$ cat src/rtl/imem_loader.sv
// imem_loader: writable 2^AW x IW instruction memory for the 9-bit CPU.
// Program words arrive over a valid/ready stream and are written from address 0
// upward. The remaining locations are then back-filled with FILL_WORD. The CPU is
// held in halt until the whole memory image is consistent.
//
// Ports:
//   clk, reset        rising-edge clock, asynchronous active-high reset
//   ld_start          request a new load (honored in IDLE or RUN only)
//   ld_valid/ld_data  program word stream; ld_last marks the final word
//   ld_ready          word accepted on this cycle's edge when ld_valid is high
//   PC / inst         combinational fetch port
//   cpu_halt          CPU must not advance while high
//   ld_done           one-cycle pulse when load and back-fill are complete
//   ld_count          words accepted in the current or most recent load
//   ld_err            sticky: final address filled without ld_last
//
// state | meaning
// IDLE  | after reset; CPU halted, memory readable, waiting for ld_start
// LOAD  | accepting program words, ld_ready high
// FILL  | writing FILL_WORD to every address after the last program word
// DONE  | single cycle announcing completion (ld_done)
// RUN   | CPU released; ld_start begins a reload
module imem_loader #(
  parameter int AW = 8,
  parameter int IW = 9,
  parameter logic [IW-1:0] FILL_WORD = 9'b111_111_111
) (
  input  logic          clk,
  input  logic          reset,
  input  logic          ld_start,
  input  logic          ld_valid,
  input  logic [IW-1:0] ld_data,
  input  logic          ld_last,
  output logic          ld_ready,
  input  logic [AW-1:0] PC,
  output logic [IW-1:0] inst,
  output logic          cpu_halt,
  output logic          ld_done,
  output logic [AW:0]   ld_count,
  output logic          ld_err
);

  typedef enum logic [2:0] {
    IDLE = 3'd0,
    LOAD = 3'd1,
    FILL = 3'd2,
    DONE = 3'd3,
    RUN  = 3'd4
  } state_t;

  localparam logic [AW-1:0] LAST_ADDR = {AW{1'b1}};

  state_t        state;
  logic [AW-1:0] addr;
  logic [IW-1:0] mem [0:(2**AW)-1];
  logic          accept;

  // ld_ready is a register, so there is no path from ld_valid back to ld_ready.
  assign accept = (state == LOAD) && ld_valid && ld_ready;

  always_ff @(posedge clk or posedge reset) begin
    if (reset) begin
      state    <= IDLE;
      addr     <= '0;
      ld_count <= '0;
      ld_err   <= 1'b0;
      ld_ready <= 1'b0;
      cpu_halt <= 1'b1;
      ld_done  <= 1'b0;
    end else begin
      ld_done <= 1'b0;
      unique case (state)
        IDLE, RUN: begin
          if (ld_start) begin
            state    <= LOAD;
            addr     <= '0;
            ld_count <= '0;
            ld_err   <= 1'b0;
            ld_ready <= 1'b1;
            cpu_halt <= 1'b1;
          end
        end
        LOAD: begin
          if (accept) begin
            ld_count <= ld_count + 1'b1;
            if (addr == LAST_ADDR && !ld_last) ld_err <= 1'b1;
            if (ld_last || addr == LAST_ADDR) begin
              ld_ready <= 1'b0;
              if (addr == LAST_ADDR) begin
                // Memory is full: no back-fill, and the address never wraps.
                state   <= DONE;
                ld_done <= 1'b1;
              end else begin
                state <= FILL;
                addr  <= addr + 1'b1;
              end
            end else begin
              addr <= addr + 1'b1;
            end
          end
        end
        FILL: begin
          if (addr == LAST_ADDR) begin
            state   <= DONE;
            ld_done <= 1'b1;
          end else begin
            addr <= addr + 1'b1;
          end
        end
        DONE: begin
          state    <= RUN;
          cpu_halt <= 1'b0;
        end
        default: state <= IDLE;
      endcase
    end
  end

  // RAM has no reset so contents survive a reset; writes are gated by state,
  // which reset forces to IDLE.
  always_ff @(posedge clk) begin
    if (accept) begin
      mem[addr] <= ld_data;
    end else if (state == FILL) begin
      mem[addr] <= FILL_WORD;
    end
  end

  // While the image is being rewritten the CPU sees only the default word.
  always_comb begin
    inst = FILL_WORD;
    if (state == IDLE || state == RUN) inst = mem[PC];
  end

endmodule
$ cat config.mk
export PLATFORM = sky130hd
export DESIGN_NAME = imem_loader
export DESIGN_NICKNAME = d
export VERILOG_FILES = /design/src/rtl/imem_loader.sv
export SDC_FILE = /design/constraint.sdc
export NUM_CORES = 2
export LEC_CHECK = 0
export BUFFER_PORTS_ARGS = -buffer_cell sky130_fd_sc_hd__buf_2
export CAP_MARGIN = 30
export CORE_MARGIN = 5
export CORE_UTILIZATION = 60
export CTS_CLUSTER_SIZE = 14
export DETAILED_ROUTE_END_ITERATION = 12
export PLACE_DENSITY = 0.77
export SLEW_MARGIN = 5
export SYNTH_ARGS = -nofsm -noshare
export SYNTH_HDL_FRONTEND = slang
export SYNTH_SLANG_ARGS = --single-unit
$ cat constraint.sdc
create_clock -name clk -period 9.8 [get_ports clk]
set_input_delay 1.47 -clock clk [delete_from_list [all_inputs] [get_ports clk]]
set_output_delay 1.47 -clock clk [all_outputs]
set_load 0.05 [all_outputs]
==> results.md <==
* Post-route DRC at 0
* Post-synth top area share at 0.765
* Internal at 16.7 mW
* Synth Flop Type: edfxtp_1
* Num CTS Buffers at 220
* M1 WL at 78600 microns
* Hold Path Class: input port to asynchronous set/reset pin
* Final #Nets at 4470
* Final setup viols at 0
* Die H at 398 microns
* Vias in the first global route at 45500
* Post-synth top cells: 2304 x edfxtp_1, 515 x mux4_2, 309 x nor2_1
* Yosys cell types at 61
* Uppermost layer routed: met5
* Final hold vios at 0
* Pin count of the biggest net entering global routing at 201
* Pre-antenna DRT Iters at 6
* Clock skew at 83.2 ps
* Most frequent cell after synthesis: edfxtp_1
* # port buffers at 43
* Endpoint class of the critical path: output port
* DP Wirelength at 123000 microns
* Cell taking the most area after synthesis: edfxtp_1
* Routed Antenna Nets at 0
* Critical path launch point type: input port
* Leakage at 31.4 nW
* Ys Warns at 0
* Initial Util at 0.604
* Switching share of power at 0.235
* Sw Pwr at 5.14 mW
* Power per cell area at 217 mW/mm^2
* Post-route setup TNS at 0 ps
* Top cells by area, synth: edfxtp_1 76%, mux4_2 13%, mux2i_1 1.9%, nor2_1 1.3%, a22oi_1 0.99%
* DR WL/cell at 32.4 microns
* Critical Path RT at 8330 ps
* Met2 WL post-DR at 104000 microns
* Max VDD drop at 0.183 mV
* Kind of critical path: input port to output port
* Crit Path Max Fanout at 77
* Final period util at 0.717
* Routability cong. at 0.857
* Avg Synthesized Cell Area at 20.9 sq um
* Min Tclk post-route at 7030 ps
* Clock transition at the registers of the reported paths at 60 ps
* FF+latch count, synth at 2328
* Area grow syn2layout at 11.1%
* Placed cell areas at 0.0929 sq mm
* Metal3 WL at 24100 microns
* First-pass GRT wire length at 316000 microns
* Share of synthesized registers carrying an async set or reset at 0.0103
* CTS Sinks at 2328
* Max Slew Vio Count at 0
* Hold_ws at 501 ps
* Clock group share of total power at 0.388
* DRT iter0 DRCs at 6194
* Core box area at 0.150 sq mm
* Post-CTS resize count at 0
* Post-synth EDFFs at 2304
* Total grt overflow at 0
* Mapped Area at 0.0905 sq mm
* Post-route cell area at 0.101 sq mm
* Worst slew pin tran at 1320 ps
* Initial antenna violation count at 8
* Outcome: finished clean
* Worst skew pair latency at 900 ps
* Standard-cell rows at 142
* Highest Clock Rate at 142 MHz
* Layout cell share with drive strength beyond 1 at 0.227
* Max transition margin at 0.118
* Synthesized netlist net count at 4354
* Power share of the combinational group at 0.086
* Final wirelength at 216000 microns
* Max_cap viols at 0
* Cts hold-fix bufs at 0
* # IOs at 44
* Die span in x at 398 microns
* RSZ-0062 raised after global routing: false
* H-Tree Depth at 4
* CTS tree: yes
* Sequential share of the synthesized area at 0.772
* Clock buffer depth at 3
* Reg power frac at 0.526
* Via/cell ratio at 6.84
* Die Area at 0.159 sq mm
* CTS root buf: clkbuf_16
* Routed via count at 45500
* Fill cell count at 9001
* Gate Count Post-Synth at 4326
* Postcts setup bufs at 0
* Worst Path Arrival at 5560 ps
* Total track usage at 0.275
-- worst paths after layout --
check,from,end,slack (ps),cells after the start
hold / removal,reset,ld_count[8]$_DFFE_PP0P_,500,2
hold reg to reg,cpu_halt$_DFFE_PP1P_,cpu_halt$_DFFE_PP1P_,500,2
max in group asynchronous,reset,cpu_halt$_DFFE_PP1P_,8840,3
min in group clk,cpu_halt$_DFFE_PP1P_,cpu_halt$_DFFE_PP1P_,500,2
setup / recovery,PC[0],inst[3],2770,9
setup reg to reg,state[2]$_DFFE_PP0P_,mem[155][4]$_DFFE_PP_,5130,7
-- area by class of cell --
class | instances | area, sq um | share of cell area
sequential | 2328 | 69800 | 0.694
multi-input combinational | 1724 | 19400 | 0.193
clock buffer | 273 | 5730 | 0.0570
tap | 2016 | 2520 | 0.0251
timing repair buffer | 157 | 1540 | 0.0153
clock inverter | 133 | 1460 | 0.0145
inverter | 11 | 41.3 | 0.000411
antenna | 7 | 17.5 | 0.000174
-- registers in the layout, summed over array words and instances, names as in the netlist --
register	cells
ld_ready	1
state	3
mem	2304
ld_done	1
ld_err	1
ld_count	9
cpu_halt	1
addr	8
-- cell usage in the layout, fill, tap and decap left out, types with 23 or more instances in the layout --
cell       instances
a211oi_1          36
a21oi_1           88
a22oi_1          119
buf_2             40
buf_4             84
bufinv_16         23
clkbuf_1          50
clkbuf_16        220
clkinv_1          49
clkinv_2          39
dfrtp_1           23
edfxtp_1        2304
mux2_2            31
mux2i_1          174
mux4_2           515
nand2_1           62
nand3_1           51
nor2_1           308
nor2b_1           33
nor3_1            25
o21ai_0           24
o22ai_1           52
-- stage by stage --
stage | power [mW] | util | std cells | worst slack, ps
5_1_grt | 22.4 | 0.671 | 6643 | 2560
4_1_cts | 21.9 | 0.668 | 6604 | 2760
3_3_place_gp | 13.5 | 0.619 | 6185 | 2780
2_1_floorplan | 12.8 | - | 4326 | 4030
3_5_place_dp | 13.5 | 0.620 | 6198 | 2760
6_report | 21.8 | 0.671 | 6649 | 2770
-- metal layers --
| layer | global-route usage | vias to the layer above |
|---|---|---|
| met3 | 0.0599 | 485 |
| met4 | 0.106 | 4 |
| met2 | 0.429 | 3040 |
| met1 | 0.389 | 23700 |
| li1 | - | 18300 |
| met5 | 0 | - |
-- power groups by stage --
stage	clock [mW]	sequential [mW]	combinational (mW)
final	8.47	11.5	1.88
after global routing	8.99	11.5	1.97
after CTS	8.53	11.5	1.84
after detailed placement	0	11.7	1.82
after global placement	0	11.7	1.76
after floorplan	0	11.8	1.03
-- kinds of logic (layout without fill, tap and decap cells) --
| logic type | Yosys count | count (layout) | share of synthesized area |
|---|---|---|---|
| DFF | 2328 | 2328 | 0.772 |
| AOI/OAI and AO/OA | 418 | 418 | 0.0319 |
| adders and majority gates | 6 | 6 | 0.000830 |
| and+or+nand+nor | 573 | 573 | 0.0285 |
| muxes | 720 | 720 | 0.151 |
| buffers and inverters | 274 | 574 | 0.0152 |
| other | 0 | 7 | 0 |
| xor gates and xnor gates | 7 | 7 | 0.000678 |
-- worst max-delay path: stages --
cell      delay, ps
buf_8           660
buf_12          460
mux4_2          310
mux2i_1          70
a22o_1          280
o41ai_1         870
o22ai_1         370
o211ai_1        550
buf_2           360
No activity file was read; power rests on OpenSTA's default activity.
